## src/rtl/tlv5618_driver_pkg.sv

```systemverilog
`default_nettype none
// ============================================================================
//  Module   : tlv5618_driver_pkg
//  Purpose  : Shared definitions for the TLV5618 serial DAC driver: serial
//             word length, state encoding and TLV5618 control-nibble values.
//  Revision : 1.0  initial release
// ============================================================================
package tlv5618_driver_pkg;

    // The TLV5618 always expects a 16-bit frame: 4 control bits + 12 data bits.
    localparam int c_WORD_W = 16;
    localparam int c_CODE_W = 12;

    // Driver state encoding.
    localparam logic [1:0] c_ST_IDLE  = 2'd0;
    localparam logic [1:0] c_ST_SHIFT = 2'd1;
    localparam logic [1:0] c_ST_HOLD  = 2'd2;

    // Control nibble D15..D12 = {R1, SPD, PWR, R0}.
    // R1/R0 select the target register, SPD picks fast settling, PWR powers down.
    localparam logic [3:0] c_CTRL_DAC_A_FAST = 4'b1100;  // write DAC A, update B from buffer
    localparam logic [3:0] c_CTRL_DAC_B_BUF  = 4'b0100;  // write DAC B and the buffer
    localparam logic [3:0] c_CTRL_BUF_FAST   = 4'b0101;  // write the buffer only
    localparam logic [3:0] c_CTRL_PWR_DOWN   = 4'b0010;  // power-down bit mask

    // Assemble a full serial frame from a control nibble and a 12-bit code.
    function automatic logic [c_WORD_W-1:0] make_word(input logic [3:0]          ctrl,
                                                      input logic [c_CODE_W-1:0] code);
        return {ctrl, code};
    endfunction

endpackage
`default_nettype wire

```

## src/rtl/tlv5618_clk_div.sv

```systemverilog
`default_nettype none
// ============================================================================
//  Module   : tlv5618_clk_div
//  Purpose  : Half-period timer for the DAC serial clock. While enabled it
//             raises o_tick for one cycle every HALF_DIV cycles; the driver
//             toggles dac_clk on each tick.
//  Ports    : clk     system clock
//             rst     synchronous active-high reset
//             i_en    count enable; low holds the counter at zero
//             o_tick  one-cycle pulse at the end of every half period
//  Revision : 1.0  initial release
// ============================================================================
import tlv5618_driver_pkg::*;

module tlv5618_clk_div #(
    parameter int HALF_DIV = 2
) (
    input  logic clk,
    input  logic rst,
    input  logic i_en,
    output logic o_tick
);

    // A one-bit counter is kept even for HALF_DIV == 1; it simply never leaves 0.
    localparam int                 c_CNT_W = (HALF_DIV > 1) ? $clog2(HALF_DIV) : 1;
    localparam logic [c_CNT_W-1:0] c_LAST  = c_CNT_W'(HALF_DIV - 1);

    logic [c_CNT_W-1:0] r_cnt;

    // The tick is qualified by i_en so that the cycle the driver leaves IDLE
    // starts a fresh, full-length half period.
    assign o_tick = i_en && (r_cnt == c_LAST);

    always_ff @(posedge clk) begin
        if (rst) begin
            r_cnt <= '0;
        end else if (!i_en || o_tick) begin
            r_cnt <= '0;
        end else begin
            r_cnt <= r_cnt + 1'b1;
        end
    end

endmodule
`default_nettype wire

```

## src/rtl/tlv5618_driver.sv

```systemverilog
`default_nettype none
// ============================================================================
//  Module   : tlv5618_driver
//  Purpose  : Serial-interface driver for the TI TLV5618 dual 12-bit DAC.
//             A 16-bit command/data word accepted on start_flag is shifted
//             MSB-first over CS/SCLK/DIN. The DAC samples DIN on the falling
//             edge of dac_clk, so DIN only changes when dac_clk rises.
//  Ports    : sys_clk            system clock, rising-edge logic
//             sys_rst            synchronous active-high reset
//             parallel_dac_data  word to send, sampled when a start is taken
//             start_flag         start request, honoured only when idle
//             set_done           one-cycle pulse as cs returns high
//             cs                 DAC chip select, active low
//             series_dac_out     serial data to DAC DIN
//             dac_clk            serial clock to DAC SCLK, idles high
//             dac_work_status    high while a transfer is in progress
//  Revision : 1.0  initial release
// ============================================================================
import tlv5618_driver_pkg::*;

module tlv5618_driver #(
    parameter int HALF_DIV = 2,
    parameter int WORD_W   = c_WORD_W
) (
    input  logic              sys_clk,
    input  logic              sys_rst,
    input  logic [WORD_W-1:0] parallel_dac_data,
    input  logic              start_flag,
    output logic              set_done,
    output logic              cs,
    output logic              series_dac_out,
    output logic              dac_clk,
    output logic              dac_work_status
);

    localparam int                 c_BIT_W    = $clog2(WORD_W);
    localparam logic [c_BIT_W-1:0] c_LAST_BIT = c_BIT_W'(WORD_W - 1);

    logic [1:0]         r_state;
    // Holds the bits still to be sent; the MSB goes straight to DIN on start,
    // so only WORD_W-1 bits need storing.
    logic [WORD_W-2:0]  r_shreg;
    logic [c_BIT_W-1:0] r_bit_cnt;
    logic               r_cs;
    logic               r_dac_clk;
    logic               r_dout;
    logic               r_done;
    logic               r_busy;

    logic               w_div_en;
    logic               w_tick;

    assign w_div_en = (r_state != c_ST_IDLE);

    tlv5618_clk_div #(
        .HALF_DIV (HALF_DIV)
    ) u_clk_div (
        .clk    (sys_clk),
        .rst    (sys_rst),
        .i_en   (w_div_en),
        .o_tick (w_tick)
    );

    always_ff @(posedge sys_clk) begin
        if (sys_rst) begin
            r_state   <= c_ST_IDLE;
            r_shreg   <= '0;
            r_bit_cnt <= '0;
            r_cs      <= 1'b1;
            r_dac_clk <= 1'b1;
            r_dout    <= 1'b0;
            r_done    <= 1'b0;
            r_busy    <= 1'b0;
        end else begin
            r_done <= 1'b0;
            case (r_state)
                c_ST_IDLE: begin
                    r_cs      <= 1'b1;
                    r_dac_clk <= 1'b1;
                    r_busy    <= 1'b0;
                    r_bit_cnt <= '0;
                    if (start_flag) begin
                        r_shreg   <= parallel_dac_data[WORD_W-2:0];
                        r_dout    <= parallel_dac_data[WORD_W-1];
                        r_cs      <= 1'b0;
                        r_busy    <= 1'b1;
                        r_state   <= c_ST_SHIFT;
                    end
                end

                c_ST_SHIFT: begin
                    if (w_tick) begin
                        if (r_dac_clk) begin
                            // End of the high phase: falling edge, DAC samples DIN.
                            r_dac_clk <= 1'b0;
                        end else begin
                            // End of the low phase: rising edge, present next bit.
                            r_dac_clk <= 1'b1;
                            if (r_bit_cnt == c_LAST_BIT) begin
                                // DIN stays at bit 0 through the hold phase.
                                r_state <= c_ST_HOLD;
                            end else begin
                                r_bit_cnt <= r_bit_cnt + 1'b1;
                                r_dout    <= r_shreg[WORD_W-2];
                                r_shreg   <= {r_shreg[WORD_W-3:0], 1'b0};
                            end
                        end
                    end
                end

                c_ST_HOLD: begin
                    // One half period of CS hold after the last rising edge.
                    if (w_tick) begin
                        r_cs    <= 1'b1;
                        r_busy  <= 1'b0;
                        r_done  <= 1'b1;
                        r_state <= c_ST_IDLE;
                    end
                end

                default: begin
                    r_cs      <= 1'b1;
                    r_dac_clk <= 1'b1;
                    r_busy    <= 1'b0;
                    r_state   <= c_ST_IDLE;
                end
            endcase
        end
    end

    assign set_done        = r_done;
    assign cs              = r_cs;
    assign series_dac_out  = r_dout;
    assign dac_clk         = r_dac_clk;
    assign dac_work_status = r_busy;

endmodule
`default_nettype wire

```

## config.mk

```make
export PLATFORM = sky130hd
export DESIGN_NAME = tlv5618_driver
export DESIGN_NICKNAME = d
export VERILOG_FILES = /design/src/rtl/tlv5618_driver_pkg.sv /design/src/rtl/tlv5618_clk_div.sv /design/src/rtl/tlv5618_driver.sv
export SDC_FILE = /design/constraint.sdc
export NUM_CORES = 1
export LEC_CHECK = 0
export CORE_MARGIN = 10
export CORE_UTILIZATION = 54
export CTS_BUF_LIST = sky130_fd_sc_hd__clkbuf_8
export DETAILED_ROUTE_END_ITERATION = 8
export GPL_TIMING_DRIVEN = 0
export PLACE_DENSITY = 0.82
export SLEW_MARGIN = 15
export SYNTH_ARGS = -nofsm -noshare
export SYNTH_HDL_FRONTEND = slang
export SYNTH_HIERARCHICAL = 1
export SYNTH_SLANG_ARGS = --single-unit
```

## constraint.sdc

```tcl
create_clock -name sys_clk -period 2.7 [get_ports sys_clk]
set_input_delay 0.54 -clock sys_clk [delete_from_list [all_inputs] [get_ports sys_clk]]
set_output_delay 0.54 -clock sys_clk [all_outputs]
set_load 0.005 [all_outputs]
```

==> flow_metrics.env, run 1 <==
export IMPL_status="finished clean"
export IMPL_critPathCapture="r_shreg[1]"
export IMPL_io_buffers=23
export IMPL_p_seq_frac=0.540
export IMPL_path_delay_family="buffers and inverters"
export IMPL_slowest_stage="dfxtp_1"
export IMPL_worstMarginPinSlew_ps=662.1
export IMPL_leakagePower_nw=0.6412
export IMPL_die_x_um=71.60
export IMPL_ys_types=40
export IMPL_cts_buffer_depth=2
export IMPL_p_per_area_nw_per_um2=460.3
export IMPL_synth_nets=157
export IMPL_insertion_delay_ps=260
export IMPL_cts_sinks=27
export IMPL_netlist_area_um2=1438
export IMPL_gp_congestion=0.8247
export IMPL_period_needed_ps=2300
export IMPL_routed_via_count=1162
export IMPL_grt_start_max_net_pins=16
export IMPL_grt_overflow_total=0
export IMPL_worstPathRequired_ps=2830
export IMPL_crit_buf_inv=4
export IMPL_placed_area_um2=1705
export IMPL_async_flop_share=0
export IMPL_start_util=0.5751
export IMPL_cts_hold_buffers=0
export IMPL_synthToLayoutAreaGrowth_pct=21.85
export IMPL_critical_path_cell_chain="clkbuf_1, nor2_1, inv_1, and2_2, nor4bb_1, buf_4, a21o_4, buf_6, a211oi_2"
export IMPL_reg2reg_to="r_shreg[1]"
export IMPL_postLayoutCellArea_um2=1752
export IMPL_fin_tns_setup_ps=0
export IMPL_clkPwrFrac=0.278
export IMPL_synthFlopType="dfxtp_1"
export IMPL_first_iter_violations=89
export IMPL_path_depth=9
export IMPL_p_sw_w=0.0002013
export IMPL_fin_crit_sh=0.8518
export IMPL_synth_top_area_cell="dfxtp_1"
export IMPL_cts_clk_slew_worst_paths_ps=90
export IMPL_seq_area_frac_synth=0.3760
export IMPL_antenna_found_initial=0
export IMPL_postLayoutCoreUtil=0.7007
export IMPL_critPathKind="reg -> reg"
export IMPL_drv_slew=0
export IMPL_slew_headroom=0.5586
export IMPL_cts_root_buffer="clkbuf_8"
export IMPL_netlist_instances=137
export IMPL_post_drt_wl_per_cell_um=16.54
export IMPL_synth_area_leaders="dfxtp_1, mux2i_1, a211oi_1, a211oi_2, buf_6"
export IMPL_end_kind="flip-flop"
export IMPL_hold_depth=1
export IMPL_r2r_slack_ps=400
export IMPL_ir_drop_v=0.0003163
export IMPL_ys_warn_count=6
export IMPL_cts_resized=0
export IMPL_combPwrFrac=0.182
export IMPL_cts_setup_buffers=0
export IMPL_r2r_start="r_state[0]"
export IMPL_place_hpwl_um=2353
export IMPL_grt_util_all_layers=0.1178
export IMPL_nets=185
export IMPL_rsz0062_at_grt="false"
export IMPL_cts_buffers=3
export IMPL_synth_edff_count=0
export IMPL_drc=0
export IMPL_rows=18
export IMPL_hold_class="reg -> reg"
export IMPL_syn_avg_cell_area_um2=10.49
export IMPL_p_sw_frac=0.2497
export IMPL_ys_seq_elements=27
export IMPL_intPower_w=0.0006050
export IMPL_wirelength_um=3208
export IMPL_multiInputGateArea_um2=797.0
export IMPL_setup_viol=0
export IMPL_cts_tree="done"
export IMPL_slowest_delay_ps=420
export IMPL_fin_skew_ps=2.226
export IMPL_drive_gt1_frac=0.1707
export IMPL_cp_max_fo=10
export IMPL_die_h_um=71.60
export IMPL_cts_htree_levels=1
export IMPL_startpoint="r_state[0]"
export IMPL_cp_start_kind="flip-flop"
export IMPL_max_freq_mhz=434.8
export IMPL_die_area_um2=5126
export IMPL_ant_nets=0
export IMPL_grt_pass1_wl_um=5244
export IMPL_r2r_cells=9
export IMPL_seqCellArea_um2=540.5
export IMPL_grt_pass1_vias=1185
export IMPL_vias_per_cell=5.990
export IMPL_cap_viol_max_count=0
export IMPL_core_area_um2=2500
export IMPL_hold_viol_final=0
export IMPL_antenna_cells=0
export IMPL_arrival_ps=2430
export IMPL_yosys_area_top_type_share=0.3760
export IMPL_n_fill_cell=200
export IMPL_drt_pass1_iterations=4
export IMPL_num_io_pins=24
[cells in the final DEF (no fill, tap or decap), types with 2 or more instances in the layout]
cell type and instances:
a2111oi_0 2, a211oi_1 21, a211oi_2 10, a21oi_1 2, buf_2 2, buf_6 5, clkbuf_1 4, clkbuf_8 3
clkdlybuf4s50_1 23, dfxtp_1 27, inv_1 2, mux2i_1 16, nand2_1 3, nand2b_1 5, nand3_1 3, nor2_1 5
nor2b_1 2, nor3b_1 2, nor3b_2 2, or3b_1 2
[power groups by stage]
| stage | sequential (W) | combinational [W] | clock [W] |
|---|---|---|---|
| after floorplan | 0.000441 | 0.0000962 | 0 |
| after global placement | 0.000443 | 0.000144 | 0 |
| after detailed placement | 0.000445 | 0.000147 | 0 |
| after CTS | 0.000436 | 0.000148 | 0.000231 |
| after global routing | 0.000439 | 0.000160 | 0.000244 |
| final | 0.000435 | 0.000147 | 0.000224 |
[cell usage after synthesis (2+ instances only)]
| cell type | count |
|---|---|
| dfxtp_1 | 27 |
| a211oi_1 | 21 |
| mux2i_1 | 16 |
| a211oi_2 | 10 |
| buf_6 | 5 |
| nand2b_1 | 5 |
| nor2_1 | 5 |
| clkbuf_1 | 4 |
| nand2_1 | 3 |
| nand3_1 | 3 |
| a2111oi_0 | 2 |
| a21oi_1 | 2 |
| buf_2 | 2 |
| inv_1 | 2 |
| nor2b_1 | 2 |
| nor3b_1 | 2 |
| nor3b_2 | 2 |
| or3b_1 | 2 |
[metrics by stage]
stage	hold slack [ps]	power, W	worst slack (ps)	cells
floorplan	400.0	0.0005376	784.4	137
global placement	413.7	0.0005869	481.4	190
detailed placement	416.5	0.0005923	433.7	190
CTS	429.8	0.0008153	413.8	194
global route	450.8	0.0008422	230.7	194
finish	427.8	0.0008063	400.1	194
[sequential cells by signal (all words and copies together), names as in the netlist]
signal           count
u_clk_div/r_cnt      1
r_bit_cnt            4
r_state              2
set_done             1
dac_clk              1
cs                   1
r_shreg             15
dac_work_status      1
series_dac_out       1
[layer usage]
metal | vias up | part of all wire | global-route usage
met3 | 2 | 0.041 | 0.02617
met4 | 0 | 0.0056 | 0.02581
met1 | 547 | 0.46 | 0.1418
met2 | 29 | 0.49 | 0.2069
met5 | - | 0 | 0
li1 | 584 | - | -
[final cells by class]
type	instances	area share
flip-flops and latches	27	0.3086
multi-input cells	95	0.4550
repair buffers	23	0.1314
clock inverters	1	0.002857
clock buffers	3	0.02357
inverters	2	0.004286
well taps	30	0.02143
plain buffers	13	0.05286
[how the worst min path moves through the flow]
stage                          from               to  slack (ps)
CTS                 u_clk_div/r_cnt  u_clk_div/r_cnt         430
floorplan           u_clk_div/r_cnt  u_clk_div/r_cnt         400
detailed placement  u_clk_div/r_cnt  u_clk_div/r_cnt         420
global placement    u_clk_div/r_cnt  u_clk_div/r_cnt         410
global route        u_clk_div/r_cnt  u_clk_div/r_cnt         450
finish              u_clk_div/r_cnt  u_clk_div/r_cnt         430
[logic make-up (layout without fill, tap and decap cells)]
| kind of cell | count (synthesis) | in the layout | synth area share |
|---|---|---|---|
| flops | 27 | 27 | 0.3760 |
| xor+xnor | 1 | 1 | 0.006093 |
| mux | 16 | 16 | 0.1114 |
| compound gates | 45 | 45 | 0.2733 |
| fa+ha+maj | 1 | 1 | 0.008702 |
| simple gates | 32 | 32 | 0.1549 |
| buf+inv | 15 | 42 | 0.06962 |
Note: power is estimated with default switching activity, not from simulation.
==> run 2: changes to the inputs <==
--- a/config.mk
+++ b/config.mk
@@ -11,7 +11,6 @@
 export DETAILED_ROUTE_END_ITERATION = 8
 export GPL_TIMING_DRIVEN = 0
 export PLACE_DENSITY = 0.82
-export SLEW_MARGIN = 15
 export SYNTH_ARGS = -nofsm -noshare
 export SYNTH_HDL_FRONTEND = slang
 export SYNTH_HIERARCHICAL = 1
==> results of run 2 <==
The final DEF is identical to that of run 1; final timing and power are the same.
==> run 3: changes to the inputs <==
--- a/config.mk
+++ b/config.mk
@@ -11,6 +11,7 @@
 export DETAILED_ROUTE_END_ITERATION = 8
 export GPL_TIMING_DRIVEN = 0
 export PLACE_DENSITY = 0.82
+export SLEW_MARGIN = 25
 export SYNTH_ARGS = -nofsm -noshare
 export SYNTH_HDL_FRONTEND = slang
 export SYNTH_HIERARCHICAL = 1
==> results of run 3 <==
The final DEF is identical to that of run 1; final timing and power are the same.
